## src/rtl/sample_irq_sched_if.sv

```systemverilog
// CPU-side bus of the sample interrupt scheduler: interrupt request/acknowledge
// handshake plus the sample read port.
interface sample_irq_sched_if #(
  parameter int DATA_W = 16
);
  logic              interrupt_o;
  logic              interrupt_ack_i;
  logic              rd_strobe_i;
  logic [DATA_W-1:0] sample_o;

  modport slave (
    output interrupt_o,
    output sample_o,
    input  interrupt_ack_i,
    input  rd_strobe_i
  );

  modport master (
    input  interrupt_o,
    input  sample_o,
    output interrupt_ack_i,
    output rd_strobe_i
  );
endinterface

```

## src/rtl/sample_irq_sched.sv

```systemverilog
// Sample front-end for PicoBlaze: synchronises data_av_ai, buffers samples in a
// FIFO and hands one sample per interrupt/acknowledge/read cycle to the CPU.
module sample_irq_sched #(
  parameter int DATA_W      = 16,
  parameter int DEPTH       = 8,
  parameter int WINDOW      = 8,
  parameter int ACK_TIMEOUT = 64,
  parameter int SYNC_STAGES = 2
) (
  input  logic                     clk_i,
  input  logic                     rstn_i,
  input  logic                     data_av_ai,
  input  logic [DATA_W-1:0]        data_i,
  sample_irq_sched_if.slave        cpu,
  output logic [$clog2(DEPTH):0]   fifo_level_o,
  output logic                     window_done_o,
  output logic                     overflow_o,
  output logic                     timeout_o,
  input  logic                     clr_i
);

  localparam int PTR_W = $clog2(DEPTH);
  localparam int LVL_W = PTR_W + 1;
  localparam int WIN_W = (WINDOW > 1) ? $clog2(WINDOW) : 1;
  localparam int TMR_W = (ACK_TIMEOUT > 1) ? $clog2(ACK_TIMEOUT) : 1;

  typedef enum logic [1:0] {IDLE, ASSERT, WAIT_RD, HOLDOFF} state_t;

  state_t                  state_q, state_d;
  logic [SYNC_STAGES-1:0]  sync_q;
  logic                    prev_q;
  logic [DATA_W-1:0]       mem [DEPTH];
  logic [PTR_W-1:0]        wr_ptr_q, rd_ptr_q, rd_ptr_d;
  logic [LVL_W-1:0]        level_q, level_d;
  logic [DATA_W-1:0]       sample_q, head_d;
  logic [TMR_W-1:0]        timer_q;
  logic [WIN_W-1:0]        win_q;
  logic                    irq_q, done_q, ovf_q, tmo_q;
  logic                    push, pop, full, wr_en, drop, set_timeout;

  // Rising edge of the synchronised level; prev_q resets to 0 so a level that
  // is already high at reset release still produces exactly one push.
  assign push  = sync_q[SYNC_STAGES-1] & ~prev_q;
  assign pop   = (state_q == WAIT_RD) & cpu.rd_strobe_i;
  assign full  = (level_q == LVL_W'(DEPTH));
  assign wr_en = push & (~full | pop);
  assign drop  = push & full & ~pop;

  always_ff @(posedge clk_i or negedge rstn_i) begin
    if (!rstn_i) begin
      sync_q <= '0;
      prev_q <= 1'b0;
    end else begin
      // NOTE: non-blocking assignments make every flop sample the pre-edge
      // value, which is what turns this chain into a real synchroniser.
      sync_q <= {sync_q[SYNC_STAGES-2:0], data_av_ai};
      prev_q <= sync_q[SYNC_STAGES-1];
    end
  end

  always_comb begin
    // NOTE: defaults first so no path leaves a variable unassigned (no latch).
    rd_ptr_d = rd_ptr_q;
    level_d  = level_q;
    if (pop) rd_ptr_d = rd_ptr_q + PTR_W'(1);
    case ({wr_en, pop})
      2'b10:   level_d = level_q + LVL_W'(1);
      2'b01:   level_d = level_q - LVL_W'(1);
      default: level_d = level_q;
    endcase
    // Bypass the RAM when the word being written becomes the new head.
    head_d = (wr_en && (wr_ptr_q == rd_ptr_d)) ? data_i : mem[rd_ptr_d];
  end

  // NOTE: the sample RAM is deliberately not reset; the level counter alone
  // defines which entries are valid.
  always_ff @(posedge clk_i) begin
    if (wr_en) mem[wr_ptr_q] <= data_i;
  end

  always_ff @(posedge clk_i or negedge rstn_i) begin
    if (!rstn_i) begin
      wr_ptr_q <= '0;
      rd_ptr_q <= '0;
      level_q  <= '0;
      sample_q <= '0;
    end else begin
      if (wr_en) wr_ptr_q <= wr_ptr_q + PTR_W'(1);
      rd_ptr_q <= rd_ptr_d;
      level_q  <= level_d;
      if (level_d != '0) sample_q <= head_d;
    end
  end

  always_comb begin
    state_d     = state_q;
    set_timeout = 1'b0;
    case (state_q)
      IDLE:    if (level_q != '0) state_d = ASSERT;
      ASSERT: begin
        if (cpu.interrupt_ack_i) begin
          state_d = WAIT_RD;
        end else if (timer_q == TMR_W'(ACK_TIMEOUT - 1)) begin
          state_d     = HOLDOFF;
          set_timeout = 1'b1;
        end
      end
      WAIT_RD: if (cpu.rd_strobe_i) state_d = HOLDOFF;
      HOLDOFF: state_d = IDLE;
      default: state_d = IDLE;
    endcase
  end

  always_ff @(posedge clk_i or negedge rstn_i) begin
    if (!rstn_i) begin
      state_q <= IDLE;
      irq_q   <= 1'b0;
      timer_q <= '0;
    end else begin
      state_q <= state_d;
      irq_q   <= (state_d == ASSERT);
      timer_q <= (state_q == ASSERT) ? timer_q + TMR_W'(1) : '0;
    end
  end

  always_ff @(posedge clk_i or negedge rstn_i) begin
    if (!rstn_i) begin
      win_q  <= '0;
      done_q <= 1'b0;
      ovf_q  <= 1'b0;
      tmo_q  <= 1'b0;
    end else begin
      done_q <= 1'b0;
      if (pop) begin
        if (win_q == WIN_W'(WINDOW - 1)) begin
          win_q  <= '0;
          done_q <= 1'b1;
        end else begin
          win_q <= win_q + WIN_W'(1);
        end
      end
      // Sticky flags: a new event outranks a simultaneous clear.
      if (drop)             ovf_q <= 1'b1;
      else if (clr_i)       ovf_q <= 1'b0;
      if (set_timeout)      tmo_q <= 1'b1;
      else if (clr_i)       tmo_q <= 1'b0;
    end
  end

  assign cpu.interrupt_o = irq_q;
  assign cpu.sample_o    = sample_q;
  assign fifo_level_o    = level_q;
  assign window_done_o   = done_q;
  assign overflow_o      = ovf_q;
  assign timeout_o       = tmo_q;

endmodule
```

## src/flat_wrapper.sv

```systemverilog
// flat-port wrapper written by rule: the top's interface ports become plain ports
module sample_irq_sched_flat 
#(
  parameter int DATA_W      = 16,
  parameter int DEPTH       = 8,
  parameter int WINDOW      = 8,
  parameter int ACK_TIMEOUT = 64,
  parameter int SYNC_STAGES = 2
)
  (clk_i, rstn_i, data_av_ai, data_i, fifo_level_o, window_done_o, overflow_o, timeout_o, clr_i, cpu_interrupt_o, cpu_sample_o, cpu_interrupt_ack_i, cpu_rd_strobe_i);
  sample_irq_sched_if #(.DATA_W(DATA_W)) cpu_i ();
  input  logic clk_i;
  input  logic rstn_i;
  input  logic data_av_ai;
  input  logic [DATA_W-1:0] data_i;
  output logic [$clog2(DEPTH):0] fifo_level_o;
  output logic window_done_o;
  output logic overflow_o;
  output logic timeout_o;
  input  logic clr_i;
  output wire logic [$bits(cpu_i.interrupt_o)-1:0] cpu_interrupt_o;
  output wire logic [$bits(cpu_i.sample_o)-1:0] cpu_sample_o;
  input wire logic [$bits(cpu_i.interrupt_ack_i)-1:0] cpu_interrupt_ack_i;
  input wire logic [$bits(cpu_i.rd_strobe_i)-1:0] cpu_rd_strobe_i;
  assign cpu_interrupt_o = cpu_i.interrupt_o;
  assign cpu_sample_o = cpu_i.sample_o;
  assign cpu_i.interrupt_ack_i = cpu_interrupt_ack_i;
  assign cpu_i.rd_strobe_i = cpu_rd_strobe_i;
  sample_irq_sched #(.DATA_W(DATA_W), .DEPTH(DEPTH), .WINDOW(WINDOW), .ACK_TIMEOUT(ACK_TIMEOUT), .SYNC_STAGES(SYNC_STAGES)) u_core (.clk_i(clk_i), .rstn_i(rstn_i), .data_av_ai(data_av_ai), .data_i(data_i), .cpu(cpu_i), .fifo_level_o(fifo_level_o), .window_done_o(window_done_o), .overflow_o(overflow_o), .timeout_o(timeout_o), .clr_i(clr_i));
endmodule
```

## config.mk

```make
export PLATFORM = sky130hd
export DESIGN_NAME = sample_irq_sched_flat
export DESIGN_NICKNAME = d
export VERILOG_FILES = /design/src/rtl/sample_irq_sched_if.sv /design/src/rtl/sample_irq_sched.sv /design/src/flat_wrapper.sv
export SDC_FILE = /design/constraint.sdc
export NUM_CORES = 1
export LEC_CHECK = 0
export BUFFER_PORTS_ARGS = -buffer_cell sky130_fd_sc_hd__buf_2
export CAP_MARGIN = 20
export CORE_MARGIN = 2
export CORE_UTILIZATION = 50
export DETAILED_ROUTE_END_ITERATION = 7
export GPL_TIMING_DRIVEN = 1
export HOLD_SLACK_MARGIN = 0.08
export PLACE_DENSITY = 0.68
export SLEW_MARGIN = 10
export SYNTH_ARGS = -nofsm -noshare
export SYNTH_HDL_FRONTEND = slang
export SYNTH_SLANG_ARGS = --single-unit
```

## constraint.sdc

```tcl
create_clock -name clk_i -period 4.2 [get_ports clk_i]
set_clock_uncertainty 0.1 [all_clocks]
set_input_delay 0.63 -clock clk_i [delete_from_list [all_inputs] [get_ports clk_i]]
set_output_delay 0.63 -clock clk_i [all_outputs]
set_load 0.005 [all_outputs]
```

==> impl_metrics.yaml, run 1 <==
status:
  status: "finished clean"
drt:
  detail_route.iter0.violations: 274
  routed_wirelength_um: 14200
  wl_met3_um: 751
  firstDrtPassIters: 5
  drt-met1-wl_um: 5930
  wire_per_inst_um: 20.7
  ant_nets: 0
  routed.top_layer: "met4"
  route.detailed.drc: 0
  viasPerCell: 5.72
  dr_total_vias: 3913
  met2WireLength_um: 7290
grt:
  grt_pass1_vias: 3969
  grt_usage: 0.206
  antenna_found_initial: 0
  grt_pass1_wl_um: 22100
  grt_max_degree: 45
  gr-total-overflow: 0
sta:
  fmax_mhz: 302
  min_period_ns: 3.31
  tightest_slew_ns: 1.04
  worst_slew_margin_rel: 0.306
  finalMaxSlewViolations: 0
  finalCritPeriodShare: 0.788
  holdWs_ns: 0.0808
  rsz0062_at_grt: "no"
  hold_viol_final: 0
  fin_setup_tns_ns: 0
  finalSetupViolations: 0
clocking:
  post_cts_resized: 0
  numCtsBuffers: 17
  clkLatencyLatePin_ns: 0.43
  clk_pin_slew_worst_paths_ns: 0.06
  cts_root_buf: "clkbuf_16"
  clock_sinks: 172
  cts_max_path_buffers: 2
  cts_setup_buffers: 0
  hold_buffers: 0
  cts_tree: "yes"
  htreeDepth: 4
worst_setup_path:
  crit_path_start: "u_core.state_q[0]"
  worst_setup_path_start_kind: "register"
  critPathKind: "register to register"
  worstPathRequired_ns: 4.43
  path_max_fanout: 32
  worstRegToRegCells: 10
  r2r-start: "u_core.state_q[0]"
  crit_path_end_kind: "register"
  worstPathArrival_ns: 3.54
floorplanning:
  rows: 43
  fp.dieH_um: 122
  die_w_um: 122
  num_io_pins: 46
  design.core.area_um2: 13700
  design.die.area_um2: 14900
  initial_utilization: 0.507
layout:
  final_area_um2: 8130
  drive_above_1_share: 0.240
  regArea_um2: 4940
  diodes: 0
  multi_input_area_um2: 1910
  synthToLayoutAreaGrowth_pct: 16.8
  post_layout_nonfiller_instances: 684
  fillers: 1044
  nets: 519
pwr:
  p_total_w: 0.00580
  ir_drop_v: 0.000529
  leakage_nw: 3.03
  powerDensity_nw_per_um2: 713
placement:
  place_congestion: 0.716
  dp_hpwl_um: 8160
  place.port_buffers: 45
  placed_area_um2: 7460
  place_inst: 651
yosys:
  ys_types: 46
  yosys_warnings: 0
  yosysSeqAreaShare: 0.710
  synth_seq_cells: 172
  synthCells: 429
  synth_area_um2: 6960
  synth.avg_cell_area_um2: 16.2
  synthArstFlopShare: 0.256
  syn-num-nets: 457
  synth_edf_count: 128
  synth_ff_type: "edfxtp_1"
worst_hold_path:
  hold_class: "input pin to async pin"
run:
  maxCapViolations: 0
[stage by stage]
| step | setup slack [ns] | util |
|---|---|---|
| 2_1_floorplan | 1.11 | - |
| 3_3_place_gp | 0.748 | 0.544 |
| 3_5_place_dp | 0.651 | 0.544 |
| 4_1_cts | 0.881 | 0.591 |
| 5_1_grt | 0.561 | 0.592 |
| 6_report | 0.889 | 0.592 |
[cell usage after synthesis, types with 2 or more instances]
| cell type | count | share of area |
|---|---|---|
| edfxtp_1 | 128 | 0.55 |
| dfrtp_1 | 44 | 0.16 |
| mux2i_1 | 35 | 0.050 |
| nor2_1 | 31 | 0.017 |
| nand2_1 | 28 | 0.015 |
| a211oi_1 | 17 | 0.018 |
| o22ai_1 | 16 | 0.014 |
| o31ai_1 | 16 | 0.017 |
| mux4_2 | 15 | 0.049 |
| clkbuf_1 | 6 | 0.0032 |
| ha_1 | 6 | 0.011 |
| nand2b_1 | 6 | 0.0054 |
| nand3_1 | 6 | 0.0043 |
| xnor2_1 | 6 | 0.0075 |
| buf_2 | 5 | 0.0036 |
| xor2_1 | 5 | 0.0063 |
| buf_4 | 4 | 0.0043 |
| inv_1 | 4 | 0.0022 |
| nor2b_1 | 4 | 0.0036 |
| nor3_1 | 4 | 0.0029 |
| o21ai_0 | 4 | 0.0029 |
| a31oi_1 | 3 | 0.0027 |
| and4_1 | 3 | 0.0038 |
| buf_6 | 3 | 0.0049 |
| o32ai_1 | 3 | 0.0038 |
| a21o_1 | 2 | 0.0022 |
| and2_1 | 2 | 0.0018 |
| and3_1 | 2 | 0.0018 |
| mux2_2 | 2 | 0.0032 |
| nand3b_1 | 2 | 0.0022 |
| or3_1 | 2 | 0.0018 |
[where the power goes]
part           switching (W)  total (W)  internal, W
Sequential          0.000192    0.00229      0.00210
Combinational       0.000963    0.00181     0.000845
Clock               0.000649    0.00170      0.00105
[state kept, by name, indices dropped and copies added, names as in the netlist]
signal,count
u_core.cpu.interrupt_o,1
u_core.rd_ptr_q,3
u_core.cpu.sample_o,16
u_core.wr_ptr_q,3
u_core.state_q,2
u_core.timer_q,6
u_core.overflow_o,1
u_core.mem,128
u_core.win_q,3
u_core.prev_q,1
u_core.sync_q,2
u_core.timeout_o,1
u_core.window_done_o,1
u_core.fifo_level_o,4
[per-layer routing]
| layer | global-route usage | up-vias |
|---|---|---|
| li1 | - | 1793 |
| met1 | 0.260 | 1989 |
| met2 | 0.344 | 111 |
| met3 | 0.0557 | 20 |
| met4 | 0.0726 | 0 |
| met5 | 0 | - |
[cell usage in the layout (no fill, tap or decap), types with 3 or more instances in the layout]
| cell | instances |
|---|---|
| edfxtp_1 | 128 |
| buf_2 | 45 |
| dfrtp_1 | 44 |
| mux2i_1 | 35 |
| nor2_1 | 31 |
| nand2_1 | 28 |
| a211oi_1 | 17 |
| clkbuf_16 | 17 |
| o22ai_1 | 16 |
| o31ai_1 | 16 |
| mux4_2 | 15 |
| buf_4 | 15 |
| nand3_1 | 6 |
| nand2b_1 | 6 |
| ha_1 | 6 |
| xnor2_1 | 5 |
| xor2_1 | 5 |
| nor2b_1 | 4 |
| o21ai_0 | 4 |
| inv_1 | 4 |
| bufinv_16 | 4 |
| and4_1 | 3 |
| a31oi_1 | 3 |
| o32ai_1 | 3 |
| clkbuf_8 | 3 |
[final cells by class]
cell class	count	share of cell area
inverter	5	0.00231
multi-input combinational	233	0.235
sequential	172	0.608
timing repair buffer	62	0.0465
tap	180	0.0277
clock buffer	20	0.0574
clock inverter	12	0.0225
[worst max-delay path: stages, from the launching register on]
cell	delay, ns
dfrtp_1	0.43
nand3b_1	0.46
nor2_1	0.39
xor2_1	0.12
ha_1	0.21
nor4_1	0.31
o21ai_0	0.26
a221oi_4	0.30
buf_4	0.42
nand2_1	0.12
o31ai_1	0.08
[path summary, 6_finish.rpt]
check	endpoint	slack, ns
hold / removal	u_core.timer_q[3]	0.08
hold reg to reg	u_core.sync_q[1]	0.27
setup / recovery	u_core.cpu.sample_o[8]	0.89
max in group asynchronous	u_core.rd_ptr_q[2]	3.38
min in group clk_i	u_core.sync_q[0]	0.21
setup reg to reg	u_core.cpu.sample_o[8]	0.89
[kinds of logic (layout without fill, tap and decap cells)]
group,count (synthesis),count (layout),share of synthesized area
AND/OR/NAND/NOR,98,98,0.0699
multiplexers,53,53,0.104
buffers and inverters,24,99,0.0192
AO/OA/AOI/OAI,64,64,0.0694
flip-flops,172,172,0.710
XOR/XNOR,12,12,0.0162
adder cells (fa/ha/maj),6,6,0.0108
Note: power is estimated with default switching activity, not from simulation.
==> inputs of run 2 (changes only) <==
--- a/config.mk
+++ b/config.mk
@@ -5,6 +5,7 @@
 export SDC_FILE = /design/constraint.sdc
 export NUM_CORES = 1
 export LEC_CHECK = 0
+export ABC_AREA = 1
 export BUFFER_PORTS_ARGS = -buffer_cell sky130_fd_sc_hd__buf_2
 export CAP_MARGIN = 20
 export CORE_MARGIN = 2
==> constraint.sdc (replaced) <==
create_clock -name clk_i -period 3.2 [get_ports clk_i]
set_clock_uncertainty 0.1 [all_clocks]
set_input_delay 0.48 -clock clk_i [delete_from_list [all_inputs] [get_ports clk_i]]
set_output_delay 0.48 -clock clk_i [all_outputs]
set_load 0.005 [all_outputs]
==> impl_metrics.yaml, run 2 <==
status:
  status: "finished clean"
pwr:
  leakage_nw: 3.61
  powerDensity_nw_per_um2: 953
  ir_drop_v: 0.000464
grt:
  grt_pass1_vias: 5006
  gr-total-overflow: 0
  grt_pass1_wl_um: 26500
  grt_max_degree: 64
  grt_usage: 0.217
  antenna_found_initial: 0
worst_setup_path:
  cp_num_cells: 11
  worstRegToRegCells: 11
  worst_path_most_repeated_cell: "nand2_1"
  cp_top_family: "simple AND/OR/NAND/NOR gates"
  cp_slowest_cell: "o21ai_2"
  worstPathArrival_ns: 2.79
  crit_path_start: "u_core.state_q[0]"
  r2r-start: "u_core.state_q[0]"
  critPathBufInv: 1
  slowest_delay_ns: 0.60
  critPathKind: "register to register"
  crit_path_end_kind: "register"
  worstPathRequired_ns: 3.42
  r2r_end: "u_core.cpu.sample_o[1]"
  r2r_slack_ns: 0.62
  path_max_fanout: 21
  worst_setup_path_start_kind: "register"
  crit_chain: "nor2_4 > nand2_4 > o21ai_2 > buf_4 > nand3_1 > nand3_1 > nand2_1 > nand2_1 > nand2_1 > nand2_1 > nand2_1"
  crit_end: "u_core.cpu.sample_o[1]"
drt:
  ant_nets: 0
  detail_route.iter0.violations: 450
  wire_per_inst_um: 17.4
  route.detailed.drc: 0
  routed_wirelength_um: 16400
  dr_total_vias: 5135
  firstDrtPassIters: 5
  viasPerCell: 5.42
clocking:
  clock_sinks: 172
  clkLatencyLatePin_ns: 0.43
  cts_setup_buffers: 0
  clk_pin_slew_worst_paths_ns: 0.07
  numCtsBuffers: 17
  htreeDepth: 4
  cts_root_buf: "clkbuf_16"
  cts_tree: "yes"
  cts_max_path_buffers: 2
layout:
  synthToLayoutAreaGrowth_pct: 14.1
  top_register: "u_core.mem"
  final_cell_mix: "nand2_1 (246), edfxtp_1 (128), nand3_1 (117), buf_2 (45), dfrtp_1 (44)"
  post_layout_nonfiller_instances: 947
  diodes: 0
  nets: 778
  drive_above_1_share: 0.164
  largest_reg_flops: 128
  final_common_cell: "nand2_1"
floorplanning:
  design.core.area_um2: 14500
  die_w_um: 126
  initial_utilization: 0.514
  rows: 44
  num_io_pins: 46
  fp.dieH_um: 126
  design.die.area_um2: 15900
placement:
  place_congestion: 0.855
  place_inst: 914
  place.port_buffers: 45
  dp_hpwl_um: 10400
sta:
  fin_setup_tns_ns: 0
  hold_viol_final: 0
  holdWs_ns: 0.108
  finalMaxSlewViolations: 0
  fmax_mhz: 388
  rsz0062_at_grt: "no"
  min_period_ns: 2.58
  tightest_slew_ns: 0.971
  finalSetupViolations: 0
  finalCritPeriodShare: 0.805
  worst_slew_margin_rel: 0.353
yosys:
  synthArstFlopShare: 0.256
  syn-num-nets: 721
  synth_seq_cells: 172
  yosysTopAreaCellShare: 0.515
  synth.avg_cell_area_um2: 10.8
  yosys_warnings: 0
  yosysSeqAreaShare: 0.662
  synthCells: 693
  synth_area_um2: 7470
  synth_ff_type: "edfxtp_1"
  synthTopCellsByArea: "edfxtp_1 (51%), dfrtp_1 (15%), nand2_1 (12%)"
  synth_common_cells: "nand2_1 (246), edfxtp_1 (128), nand3_1 (117), dfrtp_1 (44), inv_1 (33)"
  synth_edf_count: 128
  yosysMostFrequentCell: "nand2_1"
  yosysTopAreaCell: "edfxtp_1"
  ys_types: 39
run:
  maxCapViolations: 0
worst_hold_path:
  hold_class: "input pin to async pin"
==> run 2: cell type report <==
cell class                 count  area (um2)
clock buffer                  17         425
timing repair buffer          67         405
fill                        1198        6020
inverter                      37         141
tap                          184         230
sequential                   172        4940
clock inverter                15         138
multi-input combinational    455        2230
==> run 2: cell families (layout without fill, tap and decap cells) <==
| logic type | Yosys count | count (layout) | share of synthesized area |
|---|---|---|---|
| and+or+nand+nor | 419 | 419 | 0.252 |
| adders and majority gates | 6 | 6 | 0.0101 |
| xor gates and xnor gates | 8 | 8 | 0.0159 |
| DFF | 172 | 172 | 0.662 |
| AOI/OAI and AO/OA | 22 | 22 | 0.0191 |
| buffers and inverters | 66 | 136 | 0.0402 |
==> run 2: how the worst min path moves through the flow <==
stage / startpoint / end / slack, ns / depth (start not counted)
final: rstn_i / u_core.timer_q[3] / 0.11 / 1
after global routing: clr_i / u_core.overflow_o / 0.15 / 2
after CTS: rstn_i / u_core.window_done_o / 0.14 / 1
after detailed placement: u_core.sync_q[0] / u_core.sync_q[1] / 0.24 / 0
after global placement: u_core.sync_q[0] / u_core.sync_q[1] / 0.24 / 0
after floorplan: rstn_i / u_core.cpu.interrupt_o / 0.08 / 0
==> run 2: report_power, final <==
part	total (W)	switching, W	internal (W)
combinational	0.00319	0.00217	0.00102
clock	0.00195	0.000873	0.00108
sequential	0.00297	0.000200	0.00277
total	0.00811	0.00324	0.00487
==> run 2: through the flow <==
step | power, W | area [um2] | utilization | setup slack [ns]
2_1_floorplan | 0.00525 | 7470 | - | 0.867
3_3_place_gp | 0.00611 | 7940 | 0.547 | 0.610
3_5_place_dp | 0.00620 | 7940 | 0.547 | 0.584
4_1_cts | 0.00814 | 8520 | 0.586 | 0.611
5_1_grt | 0.00870 | 8520 | 0.586 | 0.350
6_report | 0.00811 | 8520 | 0.586 | 0.623
==> run 2: metal layers <==
| layer | part of all wire | up-vias | routed length [um] | track usage |
|---|---|---|---|---|
| li1 | - | 2465 | - | - |
| met1 | 0.44 | 2497 | 7220 | 0.299 |
| met2 | 0.48 | 152 | 7820 | 0.343 |
| met3 | 0.070 | 21 | 1150 | 0.0514 |
| met4 | 0.016 | 0 | 267 | 0.0718 |
| met5 | 0 | - | 0 | 0 |
==> run 2: repair_timing <==
| item | 4_1_cts | 5_1_grt |
|---|---|---|
| endpoints found under the setup margin | 0 | 0 |
| hold buffers | 1 | 0 |
| endpoints found under the hold margin | 1 | 0 |
| resized for setup | 0 | 0 |
==> run 2: worst register-to-register path, cell delays in order, from the launching register on <==
cell	delay, ns
dfrtp_1	0.42
nor2_4	0.18
nand2_4	0.17
o21ai_2	0.61
buf_4	0.41
nand3_1	0.14
nand3_1	0.09
nand2_1	0.11
nand2_1	0.08
nand2_1	0.05
nand2_1	0.06
nand2_1	0.05
==> inputs of run 3 (changes only) <==
--- a/config.mk
+++ b/config.mk
@@ -13,7 +13,7 @@
 export DETAILED_ROUTE_END_ITERATION = 7
 export GPL_TIMING_DRIVEN = 1
 export HOLD_SLACK_MARGIN = 0.08
-export PLACE_DENSITY = 0.68
+export PLACE_DENSITY = 0.7
 export SLEW_MARGIN = 10
 export SYNTH_ARGS = -nofsm -noshare
 export SYNTH_HDL_FRONTEND = slang
==> constraint.sdc (replaced) <==
create_clock -name clk_i -period 2.2 [get_ports clk_i]
set_clock_uncertainty 0.1 [all_clocks]
set_input_delay 0.33 -clock clk_i [delete_from_list [all_inputs] [get_ports clk_i]]
set_output_delay 0.33 -clock clk_i [all_outputs]
set_load 0.005 [all_outputs]
==> impl_metrics.yaml, run 3 (same netlist as run 2, synthesis figures left out) <==
layout:
  largest_reg_flops: 128
  post-route-util: 0.644
  final_common_cell: "nand2_1"
  fillers: 1070
  top_register: "u_core.mem"
  diodes: 0
  multi_input_area_um2: 2500
  final_cell_mix: "nand2_1 (224), edfxtp_1 (128), nand3_1 (106), buf_2 (45), dfrtp_1 (44)"
  synthToLayoutAreaGrowth_pct: 25.4
  post_layout_nonfiller_instances: 984
  drive_above_1_share: 0.244
  regArea_um2: 4940
  nets: 815
worst_hold_path:
  hold_end: "u_core.mem[6][14]"
  hp-start: "data_i[14]"
  hold_class: "input pin to register"
  hold_depth: 1
sta:
  holdWs_ns: 0.0997
  fin_setup_tns_ns: -0.947
  worst_slack_ns: -0.100
  min_period_ns: 2.30
  finalSetupViolations: 16
  finalMaxSlewViolations: 0
  finalCritPeriodShare: 1.05
  tightest_slew_ns: 0.524
  fmax_mhz: 435
  hold_viol_final: 0
  rsz0062_at_grt: "yes"
  worst_slew_margin_rel: 0.651
worst_setup_path:
  worstPathArrival_ns: 2.57
  crit_chain: "nor2_4 > buf_12 > nand2_8 > o21ai_4 > inv_4 > nand2_4 > nand3_4 > nor2_8 > clkbuf_16 > nand3_1 > nand2_1 > nand2_1 > nand2_1"
  worst_path_most_repeated_cell: "nand2_1"
  r2r_slack_ns: -0.10
  cp_slowest_cell: "dfrtp_1"
  crit_path_end_kind: "register"
  worst_setup_path_start_kind: "register"
  r2r-start: "u_core.state_q[0]"
  worstPathRequired_ns: 2.47
  worstRegToRegCells: 13
  critPathKind: "register to register"
  path_max_fanout: 8
  slowest_delay_ns: 0.42
  r2r_end: "u_core.cpu.sample_o[10]"
grt:
  grt_usage: 0.221
  antenna_found_initial: 0
  gr-total-overflow: 0
  grt_max_degree: 64
  grt_pass1_wl_um: 26900
  grt_pass1_vias: 5255
floorplanning:
  design.core.area_um2: 14500
  design.die.area_um2: 15900
  fp.dieH_um: 126
  die_w_um: 126
  num_io_pins: 46
  rows: 44
  initial_utilization: 0.514
pwr:
  powerDensity_nw_per_um2: 1460
  leakage_nw: 3.93
  ir_drop_v: 0.000699
clocking:
  cts_root_buf: "clkbuf_16"
  numCtsBuffers: 17
  cts_max_path_buffers: 2
  clock_sinks: 172
  clkLatencyLatePin_ns: 0.43
  cts_tree: "yes"
  htreeDepth: 4
  clk_pin_slew_worst_paths_ns: 0.07
placement:
  place.port_buffers: 45
  dp_hpwl_um: 10500
  place_inst: 925
  place_congestion: 0.925
drt:
  dr_total_vias: 5639
  wire_per_inst_um: 19.3
  route.detailed.drc: 0
  viasPerCell: 5.73
  firstDrtPassIters: 5
  ant_nets: 0
  routed_wirelength_um: 19000
  detail_route.iter0.violations: 552
run:
  maxCapViolations: 0
status:
  failed_checks: "negative setup slack"
  status: "finished with violations"
-- run 3: cell count changes in the layout (fill, tap and decap cells not counted), moves of 6 or more --
cell / delta
buf_12: +9
nand2_1: -22
nand3_1: -11
nand3_2: +10
clkbuf_16: +6
buf_4: +6
buf_6: +10
nand2_2: +17
-- run 3: worst max-delay path by stage --
stage	end	from	slack, ns	cells past startpoint
2_1_floorplan	u_core.mem[0][0]	u_core.state_q[0]	-0.13	6
3_3_place_gp	u_core.cpu.sample_o[1]	u_core.state_q[0]	0.05	11
3_5_place_dp	u_core.cpu.sample_o[11]	u_core.state_q[0]	-0.03	15
4_1_cts	u_core.cpu.sample_o[11]	u_core.state_q[1]	0.002	16
5_1_grt	u_core.cpu.sample_o[10]	u_core.state_q[0]	-0.20	13
6_report	u_core.cpu.sample_o[10]	u_core.state_q[0]	-0.10	13
-- run 3: metal layers --
metal / up-vias / part of all wire / routed length (um) / track usage
li1: 2561 / - / - / -
met1: 2754 / 0.40 / 7540 / 0.291
met2: 273 / 0.50 / 9440 / 0.349
met3: 51 / 0.074 / 1400 / 0.0565
met4: 0 / 0.031 / 584 / 0.0944
met5: - / 0 / 0 / 0
-- run 3: area by class of cell --
type                    instances  area share
repair buffers                102       0.101
clock inverters                14      0.0178
flip-flops and latches        172       0.528
clock buffers                  18      0.0458
multi-input cells             457       0.267
well taps                     184      0.0246
inverters                      37      0.0162
-- run 3: power breakdown --
| part | internal (W) | switching, W |
|---|---|---|
| clock | 0.00179 | 0.00125 |
| sequential | 0.00403 | 0.000334 |
| combinational | 0.00241 | 0.00390 |
| total | 0.00822 | 0.00548 |
-- run 3: per-stage QoR --
| stage | area (um2) | setup slack, ns | total power (W) |
|---|---|---|---|
| final | 9370 | -0.100 | 0.0137 |
| after floorplan | 7470 | -0.133 | 0.00764 |
| after detailed placement | 8100 | -0.0294 | 0.00923 |
| after global placement | 8100 | 0.0531 | 0.00906 |
| after global routing | 9370 | -0.198 | 0.0145 |
| after CTS | 8790 | 0.00187 | 0.0124 |
-- run 3: what timing repair did --
item                       4_1_cts  5_1_grt
setup endpoints to repair       16       38
gates cloned                     2       10
hold buffers                     3        0
pin swaps                        6       28
resized for setup                5       70
hold endpoints to repair        24        0
buffers inserted                 3        9
-- run 3: critical path: cells and delay by family (launching register included) --
kind | cells | cell delay [ns]
buf+inv | 3 | 0.44
simple gates | 9 | 0.99
compound gates | 1 | 0.28
flops | 1 | 0.42
